--- src/rtl/uart_tx_arbiter.sv ---
// Two-requester arbiter feeding a single UART transmitter (IDLE -> START -> WAIT).
// Latency: accept in IDLE, tx_start_o one cycle later, back to IDLE on tx_done_i.
// Backpressure: a requester's ready is high only in IDLE when it is selected; valid may drop freely.
// Optional feature: define UART_ARB_ROUND_ROBIN_EN for alternating grants, else fixed priority to req0.
module uart_tx_arbiter #(
  parameter int WORD_BITS  = 8,
  parameter int COUNT_BITS = 16
) (
  input  logic                  clk_i,
  input  logic                  reset_i,
  input  logic                  req0_valid_i,
  input  logic [WORD_BITS-1:0]  req0_data_i,
  output logic                  req0_ready_o,
  input  logic                  req1_valid_i,
  input  logic [WORD_BITS-1:0]  req1_data_i,
  output logic                  req1_ready_o,
  output logic                  tx_start_o,
  output logic [WORD_BITS-1:0]  tx_data_o,
  input  logic                  tx_done_i,
  output logic                  busy_o,
  output logic                  grant_o,
  output logic [COUNT_BITS-1:0] sent_count_o
);

  typedef enum logic [1:0] {
    IDLE  = 2'd0,
    START = 2'd1,
    WAIT  = 2'd2
  } state_e;

  localparam logic [COUNT_BITS-1:0] CNT_ONE = {{(COUNT_BITS-1){1'b0}}, 1'b1};

  state_e                state_q, state_d;
  logic [WORD_BITS-1:0]  data_q, data_d;
  logic                  grant_q, grant_d;
  logic [COUNT_BITS-1:0] count_q, count_d;
  logic                  start_q, start_d;
  logic                  busy_q, busy_d;
  logic                  sel1;
  logic                  accept;

  // Pick a requester; ready is suppressed while reset is asserted.
  always_comb begin
`ifdef UART_ARB_ROUND_ROBIN_EN
    // On contention, grant the requester that did not win last time.
    sel1 = req1_valid_i & (~req0_valid_i | ~grant_q);
`else
    // On contention, req0 always wins.
    sel1 = req1_valid_i & ~req0_valid_i;
`endif
    accept = (state_q == IDLE) & (req0_valid_i | req1_valid_i) & ~reset_i;
  end

  assign req0_ready_o = accept & ~sel1;
  assign req1_ready_o = accept & sel1;

  // Next-state logic; tx_done_i only matters in WAIT.
  always_comb begin
    state_d = state_q;
    data_d  = data_q;
    grant_d = grant_q;
    count_d = count_q;
    unique case (state_q)
      IDLE: begin
        if (accept) begin
          data_d  = sel1 ? req1_data_i : req0_data_i;
          grant_d = sel1;
          state_d = START;
        end
      end
      START: state_d = WAIT;
      WAIT: begin
        if (tx_done_i) begin
          count_d = count_q + CNT_ONE;
          state_d = IDLE;
        end
      end
      default: state_d = IDLE;
    endcase
    start_d = accept;
    busy_d  = (state_d != IDLE);
  end

  // State and registered outputs; reset abandons any in-flight word.
  always_ff @(posedge clk_i or posedge reset_i) begin
    if (reset_i) begin
      state_q <= IDLE;
      data_q  <= '0;
      grant_q <= 1'b1;
      count_q <= '0;
      start_q <= 1'b0;
      busy_q  <= 1'b0;
    end else begin
      state_q <= state_d;
      data_q  <= data_d;
      grant_q <= grant_d;
      count_q <= count_d;
      start_q <= start_d;
      busy_q  <= busy_d;
    end
  end

  assign tx_start_o   = start_q;
  assign tx_data_o    = data_q;
  assign busy_o       = busy_q;
  assign grant_o      = grant_q;
  assign sent_count_o = count_q;

endmodule

--- config.mk ---
export PLATFORM = sky130hd
export DESIGN_NAME = uart_tx_arbiter
export DESIGN_NICKNAME = d
export VERILOG_FILES = /design/src/rtl/uart_tx_arbiter.sv
export SDC_FILE = /design/constraint.sdc
export NUM_CORES = 1
export LEC_CHECK = 0
export CAP_MARGIN = 0
export CORE_ASPECT_RATIO = 0.9
export CORE_UTILIZATION = 25
export DETAILED_ROUTE_END_ITERATION = 16
export MAX_ROUTING_LAYER = met4
export PLACE_DENSITY = 0.55
export SETUP_SLACK_MARGIN = 0.05
export SYNTH_ARGS = -nofsm -noshare
export SYNTH_HDL_FRONTEND = slang
export SYNTH_SLANG_ARGS = --single-unit
--- constraint.sdc ---
create_clock -name clk_i -period 3.9 [get_ports clk_i]
set_clock_uncertainty 0.1 [all_clocks]
set_input_delay 0.78 -clock clk_i [delete_from_list [all_inputs] [get_ports clk_i]]
set_output_delay 0.78 -clock clk_i [all_outputs]
set_load 0.02 [all_outputs]
# ---- Word-level counts from Yosys, hierarchy flattened
# Index checks and enable logic that the tools add are counted.
# W data, S select, Z words.
dict set report word_totals {
  reg_bits 29
  elab_cells 26
  latchBits 0
  rom_bits 0
  ram_bits 0
  mem_count 0
  out_inout_bits 29
  inputBits 21
}
dict set report op_classes {
  n_mul 0
  muxes 4
  add_sub_neg 1
  n_reduce_logical 4
  n_shift 0
  eq_ne 2
  n_bitwise 9
  magnitude_cmp 0
  n_div 0
}
# op count
set op_table {}
lappend op_table {{$add A16 B1 Y16 const B} 1}
lappend op_table {{$mux W8} 1}
lappend op_table {{$pmux W2 S3} 1}
lappend op_table {{$and A1 B1 Y1} 5}
lappend op_table {{$mux W2} 2}
lappend op_table {{$reduce_and A2 Y1} 2}
lappend op_table {{$not A1 Y1} 3}
lappend op_table {{$eq A2 B1 Y1 const B} 1}
lappend op_table {{$eq A2 B2 Y1 const B} 1}
lappend op_table {{$logic_not A2 Y1} 1}
lappend op_table {{$reduce_bool A2 Y1} 1}
lappend op_table {{$or A1 B1 Y1} 1}

# ---- Logic depth before layout (Yosys ltp)
# Gate-level depths: netlist (run 1).
dict set report logic_depth {
  depth_word 6
  ltp_mapped 5
  mapped_depth_nobuf 5
}

# ---- Worst setup path before layout (run 1)
# Ideal clock, no wire load.
dict set report synth_path {
  path_kind {input to output}
  from {in reset_i}
  to {out req0_ready_o}
  stages 3
  slack_ps 1270
  n_path_buf 1
  t_required_ps 3020
  arrival_ps 1750
  cell_sequence {or4_4 -> buf_2 -> nor2_1}
}
dict set report synth_between {
  elab_chain_cells 3
}
# element line_no
set synth_rtl {}
lappend synth_rtl {{from (decl)} 10} ;# input logic reset_i,
lappend synth_rtl {{$not A1 Y1} 51} ;# accept = (state_q == IDLE) & (req0_valid_i | req1_valid_i) & ~reset_i;
lappend synth_rtl {{$and A1 B1 Y1} 51}
lappend synth_rtl {{$and A1 B1 Y1} 54} ;# assign req0_ready_o = accept & ~sel1;
lappend synth_rtl {{to (decl)} 13} ;# output logic req0_ready_o,
# No other way between the ends.

# ---- Worst setup path in the final report (run 1)
dict set report layout_path {
  from {in req0_valid_i}
  to {out req1_ready_o}
}
dict set report layout_between {
  elab_chain_cells 4
  word_cells_on_any_way 6
  cone_classes {bitwise: 6}
}
# element line_no
set layout_rtl {}
lappend layout_rtl {{from (decl)} 11} ;# input logic req0_valid_i,
lappend layout_rtl {{$or A1 B1 Y1} 51}
lappend layout_rtl {{$and A1 B1 Y1 (2 in a row)} 51}
lappend layout_rtl {{net accept} 40} ;# logic accept;
lappend layout_rtl {{$and A1 B1 Y1} 55} ;# assign req1_ready_o = accept & sel1;
lappend layout_rtl {{to (decl)} 16} ;# output logic req1_ready_o,
# The timed path passes the listed nets, and every way through them passes these cells.

==> metrics.md, run 1 <==
| Metric | Value |
|---|---|
| Inserted Diodes | 0 |
| PortBufs | roughly 50 |
| Gpl congestion | a little over 0.7 |
| CTS clk-pin slew, worst paths | approximately 0.060 ns |
| Reg2Reg Depth | 4 |
| Post-Place Setup Slack | 0.312 ns |
| Initial antenna violation count | 0 |
| Rows | 24 |
| Nets | between 150 and 200 |
| Critical path origin | req0_valid_i |
| Die Area | between 5000 and 6000 um2 |
| Worst hold path class | reg -> reg |
| Post-layout minimum cycle time | between 3 and 4 ns |
| Die X | roughly 77 um |
| Rel. slew slack | 0.274 |
| Largest net degree at the start of global routing | 30 |
| Drc violations | 0 |
| Slew Viols, Final | 0 |
| Combinational fraction of design power | 0.309 |
| Part of the power in the clock network | 0.314 |
| Syn Area/Cell | ~11 um2 |
| Total congestion overflow | 0 |
| Final-report setup violation count | 0 |
| Pleak | 0.000870 uW |
| Internal power | around 800 uW |
| Sequential share of power | 0.377 |
| Via/cell ratio | roughly 4.2 |
| R2R Path Start | state_q[1] |
| Setup TNS | 0 ns |
| Sw Share | 0.301 |
| Post-synthesis xor/xnor area fraction | 0.103 |
| Non-filler cells, final | between 200 and 250 |
| Switch Pwr | 349 uW |
| Largest family of logic cells by synthesized area | simple AND/OR/NAND/NOR gates |
| Placeable Area | just under 5000 um2 |
| Clk buf depth | 2 |
| CP Data Arrival Time | between 2 and 3 ns |
| Final instance area | between 1500 and 2000 um2 |
| Worst path slowest cell | clkdlybuf4s50_1 |
| Post-Synth Simple-Gate Area | 0.185 |
| Final setup margin | 0.313 ns |
| Worst stage delay on the critical path | ~0.6 ns |
| Setup crit start kind | primary input |
| Max IR drop VDD | around 0.22 mV |
| Most frequent CP cell | clkdlybuf4s50_1 |
| Post-synthesis adder-cell area fraction | 0.00977 |
| Share of layout cells above drive strength 1 | 0.0893 |
| Routed length per instance | around 11 um |
| Critical path, cell by cell | clkdlybuf4s50_1 -> nor2_1 -> or4_4 -> inv_1 -> and2_4 -> clkdlybuf4s50_1 |
| Vias in the first global route | ~950 |
| RSZ-0062 raised after global routing | false |
| Worst slew pin tran | between 1 and 1.5 ns |
| Cells after synthesis | between 100 and 150 |
| Via Count | just under 1,000 |
| Unique masters post-synth | 25 |
| PwrDens | roughly 590 nW/um2 |
| Clock root buffer | clkbuf_8 |
| Final Hold Viols | 0 |
| Worst-skew pair later-pin latency | 0.27 ns |
| Multiplexer area fraction after synthesis | 0.0703 |
| Hold_buf cts | 0 |
| # IOs | 50 |
| First-pass GRT wire length | ~4500 um |
| Register area share after synthesis | 0.567 |
| Htree depth | 2 |
| Status | finished clean |
| WS Path Type | in -> out |
| 1st-iter DRT viols | 53 |
| CTS tree | done |
| CP max FO | 21 |
| Post-Syn Nets | 135 |
| TritonCTS Buffers | 5 |
| Max-Cap Viols | 0 |
| Post-route antenna net violation count | 0 |
| WHS | between 0.3 and 0.4 ns |
| Die Ht | roughly 70 um |
| Final period utilization | 0.920 |
| Yosys reg bits | 29 |
| Reg-to-reg endpoint | grant_o |
| Complex-gate fraction of the synthesized area | 0.0371 |
| Dpl hpwl | about 2000 um |
| Clock Sink Count | 29 |
| Router iterations before antenna repair | 4 |
| Crit. End Element | output port |
| All-Layer GR Usage | 0.111 |
| Critical path capture point | req1_ready_o |
| Resized cells post-CTS | 0 |
| F_max | approximately 280 MHz |
| Initial core utilization | 0.262 |
| Area after DPL | ~1800 um2 |
| Number of instances in the placed design | between 200 and 250 |
| Final wirelength | ~2600 um |
| P&R area growth vs syn | 54.0% |
| YS warnings | 0 |
| Worst R2R Setup Slack | 2.29 ns |
| Mapped Area | 1280 um2 |
| Postcts setup bufs | 0 |
| WP data required | 3.02 ns |
| Layout fillers | about 470 |
[synthesized netlist by cell type]
master	number	area [um2]
a21o_1	1	7.51
and2_4	1	8.76
and3_1	2	12.5
and3b_1	1	8.76
and4_1	1	8.76
buf_2	2	10.0
buf_6	1	11.3
dfrtp_1	28	701
dfstp_2	1	26.3
ha_1	1	12.5
inv_1	4	15.0
mux2i_1	9	90.1
nand2_1	15	56.3
nand2b_1	2	12.5
nand3_1	5	25.0
nand3b_4	1	20.0
nand4_1	5	31.3
nor2_1	6	22.5
nor2_2	1	6.26
nor2b_1	1	6.26
o21ai_1	8	40.0
or2_2	1	6.26
or4_4	1	11.3
xnor2_1	13	114
xor2_1	2	17.5
[worst min path at each step]
stage	from	to	slack, ns	cells after the start
floorplan	state_q[0]	state_q[1]	0.40	1
global placement	sent_count_o[15]	sent_count_o[15]	0.36	1
detailed placement	sent_count_o[15]	sent_count_o[15]	0.38	1
CTS	sent_count_o[15]	sent_count_o[15]	0.39	1
global route	sent_count_o[7]	sent_count_o[7]	0.40	1
finish	sent_count_o[15]	sent_count_o[15]	0.38	1
[worst max-delay path: cells and delay by family]
family,cells,cell delay (ns)
buf+inv,3,1.19
simple gates,3,0.73
[cells by family after synthesis]
| group | count (synthesis) |
|---|---|
| buf+inv | 7 |
| fa+ha+maj | 1 |
| flops | 29 |
| mux | 9 |
| compound gates | 9 |
| simple gates | 43 |
| xor+xnor | 15 |
[cell type report]
class | instances | area [um2] | area share
timing repair buffer | 50 | 498 | 0.252
inverter | 4 | 15.0 | 0.00761
multi-input combinational | 77 | 518 | 0.263
clock inverter | 3 | 65.1 | 0.0330
sequential | 29 | 727 | 0.368
clock buffer | 5 | 68.8 | 0.0349
tap | 65 | 81.3 | 0.0412
[layout by cell type (no fill, tap or decap), types with 2 or more instances in the layout]
cell type        instances
dfrtp_1                 28
nand3_1                  5
xor2_1                   2
clkbuf_8                 5
clkdlybuf4s50_1         49
bufinv_16                2
nand2b_1                 2
nand4_1                  5
xnor2_1                 13
inv_1                    4
nor2_1                   6
mux2i_1                  9
and3_1                   2
nand2_1                 15
o21ai_1                  8
[sequential cells by signal, summed over array words and instances (netlist names)]
signal,count
busy_o,1
grant_o,1
sent_count_o,16
state_q,2
tx_data_o,8
tx_start_o,1
[power groups by stage]
stage | combinational (uW) | clock [uW] | sequential [uW]
finish | 358 | 365 | 438
CTS | 363 | 375 | 439
floorplan | 105 | 0 | 514
global placement | 361 | 0 | 439
global route | 386 | 389 | 450
detailed placement | 361 | 0 | 442
[per-stage QoR]
stage / power, uW / utilization
2_1_floorplan: 619 / -
3_3_place_gp: 800 / 0.376
3_5_place_dp: 804 / 0.376
4_1_cts: 1180 / 0.403
5_1_grt: 1230 / 0.403
6_report: 1160 / 0.403
[layer usage]
| layer | routed length (um) | track usage | vias to the layer above |
|---|---|---|---|
| li1 | - | - | 488 |
| met1 | 1260 | 0.142 | 438 |
| met2 | 1170 | 0.161 | 41 |
| met3 | 167 | 0.0405 | 2 |
| met4 | 14 | 0.0377 | 0 |
| met5 | 0 | - | - |
Power figures use the tool's default switching activity.
==> inputs of run 2 (changes only) <==
--- a/config.mk
+++ b/config.mk
@@ -5,7 +5,7 @@
 export SDC_FILE = /design/constraint.sdc
 export NUM_CORES = 1
 export LEC_CHECK = 0
-export CAP_MARGIN = 0
+export CAP_MARGIN = 20
 export CORE_ASPECT_RATIO = 0.9
 export CORE_UTILIZATION = 25
 export DETAILED_ROUTE_END_ITERATION = 16
==> metrics.md, run 2 (same netlist as run 1, synthesis figures left out) <==
| Metric | Value |
|---|---|
| PwrDens | 584 nW/um2 (was 588 nW/um2) |
| Placeable Area | 4890 um2 (unchanged) |
| Pwr Total | 1160 uW (about the same) |
| CTS tree | done (unchanged) |
| Initial antenna violation count | 0 (unchanged) |
| Slew Viols, Final | 0 (unchanged) |
| Max reg flops | 16 (unchanged) |
| First-pass GRT wire length | 4460 um (unchanged) |
| Crit. End Element | output port (unchanged) |
| Inserted Diodes | 0 (unchanged) |
| F_max | 279 MHz (about the same) |
| CP max FO | 21 (unchanged) |
| Clock Sink Count | 29 (unchanged) |
| Final wirelength | 2630 um (was 2610 um) |
| Via Count | 985 (was 969) |
| Postcts setup bufs | 0 (unchanged) |
| Clk buf depth | 2 (unchanged) |
| Commonest non-fill, non-tap cell in the layout | clkdlybuf4s50_1 (unchanged) |
| Fin util | 0.406 (was 0.403) |
| Rel. slew slack | 0.568 (was 0.274) |
| Worst slew pin tran | 0.648 ns (was 1.09 ns) |
| Post-route antenna net violation count | 0 (unchanged) |
| Setup crit start kind | primary input (unchanged) |
| Buf+Inv Stages, Crit Path | 3 (unchanged) |
| Vias in the first global route | 951 (unchanged) |
| Max IR drop VDD | 0.226 mV (was 0.216 mV) |
| Post-layout minimum cycle time | 3.59 ns (about the same) |
| Dpl hpwl | 1970 um (unchanged) |
| Status | finished clean (unchanged) |
| CP Data Arrival Time | 2.71 ns (about the same) |
| Final-report setup violation count | 0 (unchanged) |
| Initial core utilization | 0.262 (unchanged) |
| Worst-skew pair later-pin latency | 0.27 ns (about the same) |
| Worst path slowest cell | clkdlybuf4s50_1 (unchanged) |
| TritonCTS Buffers | 5 (unchanged) |
| Pleak | 0.000878 uW (was 0.000870 uW) |
| Drc violations | 0 (unchanged) |
| Final instance area | 1990 um2 (was 1970 um2) |
| Commonest non-fill, non-tap cells in the layout | clkdlybuf4s50_1 (49), dfrtp_1 (28), nand2_1 (15), xnor2_1 (13), mux2i_1 (9) (unchanged) |
| Resized cells post-CTS | 0 (unchanged) |
| RSZ-0062 raised after global routing | false (unchanged) |
| # IOs | 50 (unchanged) |
| Nets | 190 (was 189) |
| WP data required | 3.02 ns (about the same) |
| Die X | 77.5 um (unchanged) |
| Final period utilization | 0.920 (about the same) |
| Worst stage delay on the critical path | 0.59 ns (about the same) |
| All-Layer GR Usage | 0.111 (unchanged) |
| Hold_buf cts | 0 (unchanged) |
| Area after DPL | 1840 um2 (unchanged) |
| Gpl congestion | 0.720 (unchanged) |
| Die Ht | 69.9 um (unchanged) |
| Worst hold path class | reg -> reg (unchanged) |
| Most frequent CP cell | clkdlybuf4s50_1 (unchanged) |
| Family with the most delay on the worst path | buffers and inverters (unchanged) |
| Die Area | 5420 um2 (unchanged) |
| Rows | 24 (unchanged) |
| Setup TNS | 0 ns (unchanged) |
| Worst R2R Setup Slack | 2.29 ns (about the same) |
| P&R area growth vs syn | 55.2% (was 54.0%) |
| Htree depth | 2 (unchanged) |
| Final Hold Viols | 0 (unchanged) |
| Max-Cap Viols | 0 (unchanged) |
| Routed length per instance | 11.3 um (was 11.2 um) |
| Router iterations before antenna repair | 4 (unchanged) |
| WS Path Type | in -> out (unchanged) |
| Clock root buffer | clkbuf_8 (unchanged) |
| Via/cell ratio | 4.21 (was 4.16) |
| Share of layout cells above drive strength 1 | 0.0947 (was 0.0893) |
| CTS clk-pin slew, worst paths | 0.06 ns (about the same) |
| 1st-iter DRT viols | 52 (was 53) |
| Total congestion overflow | 0 (unchanged) |
| PortBufs | 49 (unchanged) |
| Critical path, cell by cell | clkdlybuf4s50_1 -> nor2_1 -> or4_4 -> inv_1 -> and2_4 -> clkdlybuf4s50_1 (unchanged) |
| Largest net degree at the start of global routing | 30 (unchanged) |
## run 2: power by group
group | switching [uW] | internal [uW]
Clock | 110 | 254
Sequential | 62.9 | 375
Combinational | 176 | 185
Total | 349 | 813
## run 2: worst min-delay path, stage by stage, from the launching register on
cell,delay (ns)
dfrtp_1,0.34
nand2_1,0.05
o21ai_1,0.06
## run 2: path summary, 6_finish.rpt
path,depth (start not counted),startpoint,to
min,2,tx_data_o[0],tx_data_o[0]
min in group asynchronous,2,reset_i,sent_count_o[0]
min reg2reg,2,tx_data_o[0],tx_data_o[0]
max,6,req0_valid_i,req1_ready_o
max in group asynchronous,3,reset_i,tx_data_o[2]
max reg2reg,4,state_q[1],grant_o
## run 2: metal layers
| metal | global-route usage | vias up | part of all wire |
|---|---|---|---|
| li1 | - | 492 | - |
| met1 | 0.142 | 448 | 0.48 |
| met2 | 0.161 | 43 | 0.44 |
| met3 | 0.0405 | 2 | 0.071 |
| met4 | 0.0377 | 0 | 0.0053 |
| met5 | - | - | 0 |
## run 2: area by class of cell
cell class              instances  area (um2)
flip-flops and latches         29         727
repair buffers                 51         513
clock buffers                   5        68.8
clock inverters                 3        65.1
fillers                       469        2910
well taps                      65        81.3
multi-input cells              77         518
inverters                       4        15.0
## run 2: stage by stage
stage               worst slack [ns]  std cells  hold WS, ns
floorplan                       1.27        113        0.399
global placement               0.338        225        0.363
detailed placement             0.312        225        0.378
CTS                            0.307        233        0.387
global route                   0.226        234        0.402
finish                         0.313        234        0.382
==> inputs of run 3 (changes only) <==
--- a/config.mk
+++ b/config.mk
@@ -8,6 +8,8 @@
 export CAP_MARGIN = 20
 export CORE_ASPECT_RATIO = 0.9
 export CORE_UTILIZATION = 25
+export CTS_CLUSTER_DIAMETER = 80
+export CTS_CLUSTER_SIZE = 16
 export DETAILED_ROUTE_END_ITERATION = 16
 export MAX_ROUTING_LAYER = met4
 export PLACE_DENSITY = 0.55
==> results of run 3 <==
Final layout, timing and power as in run 2 (identical DEF).
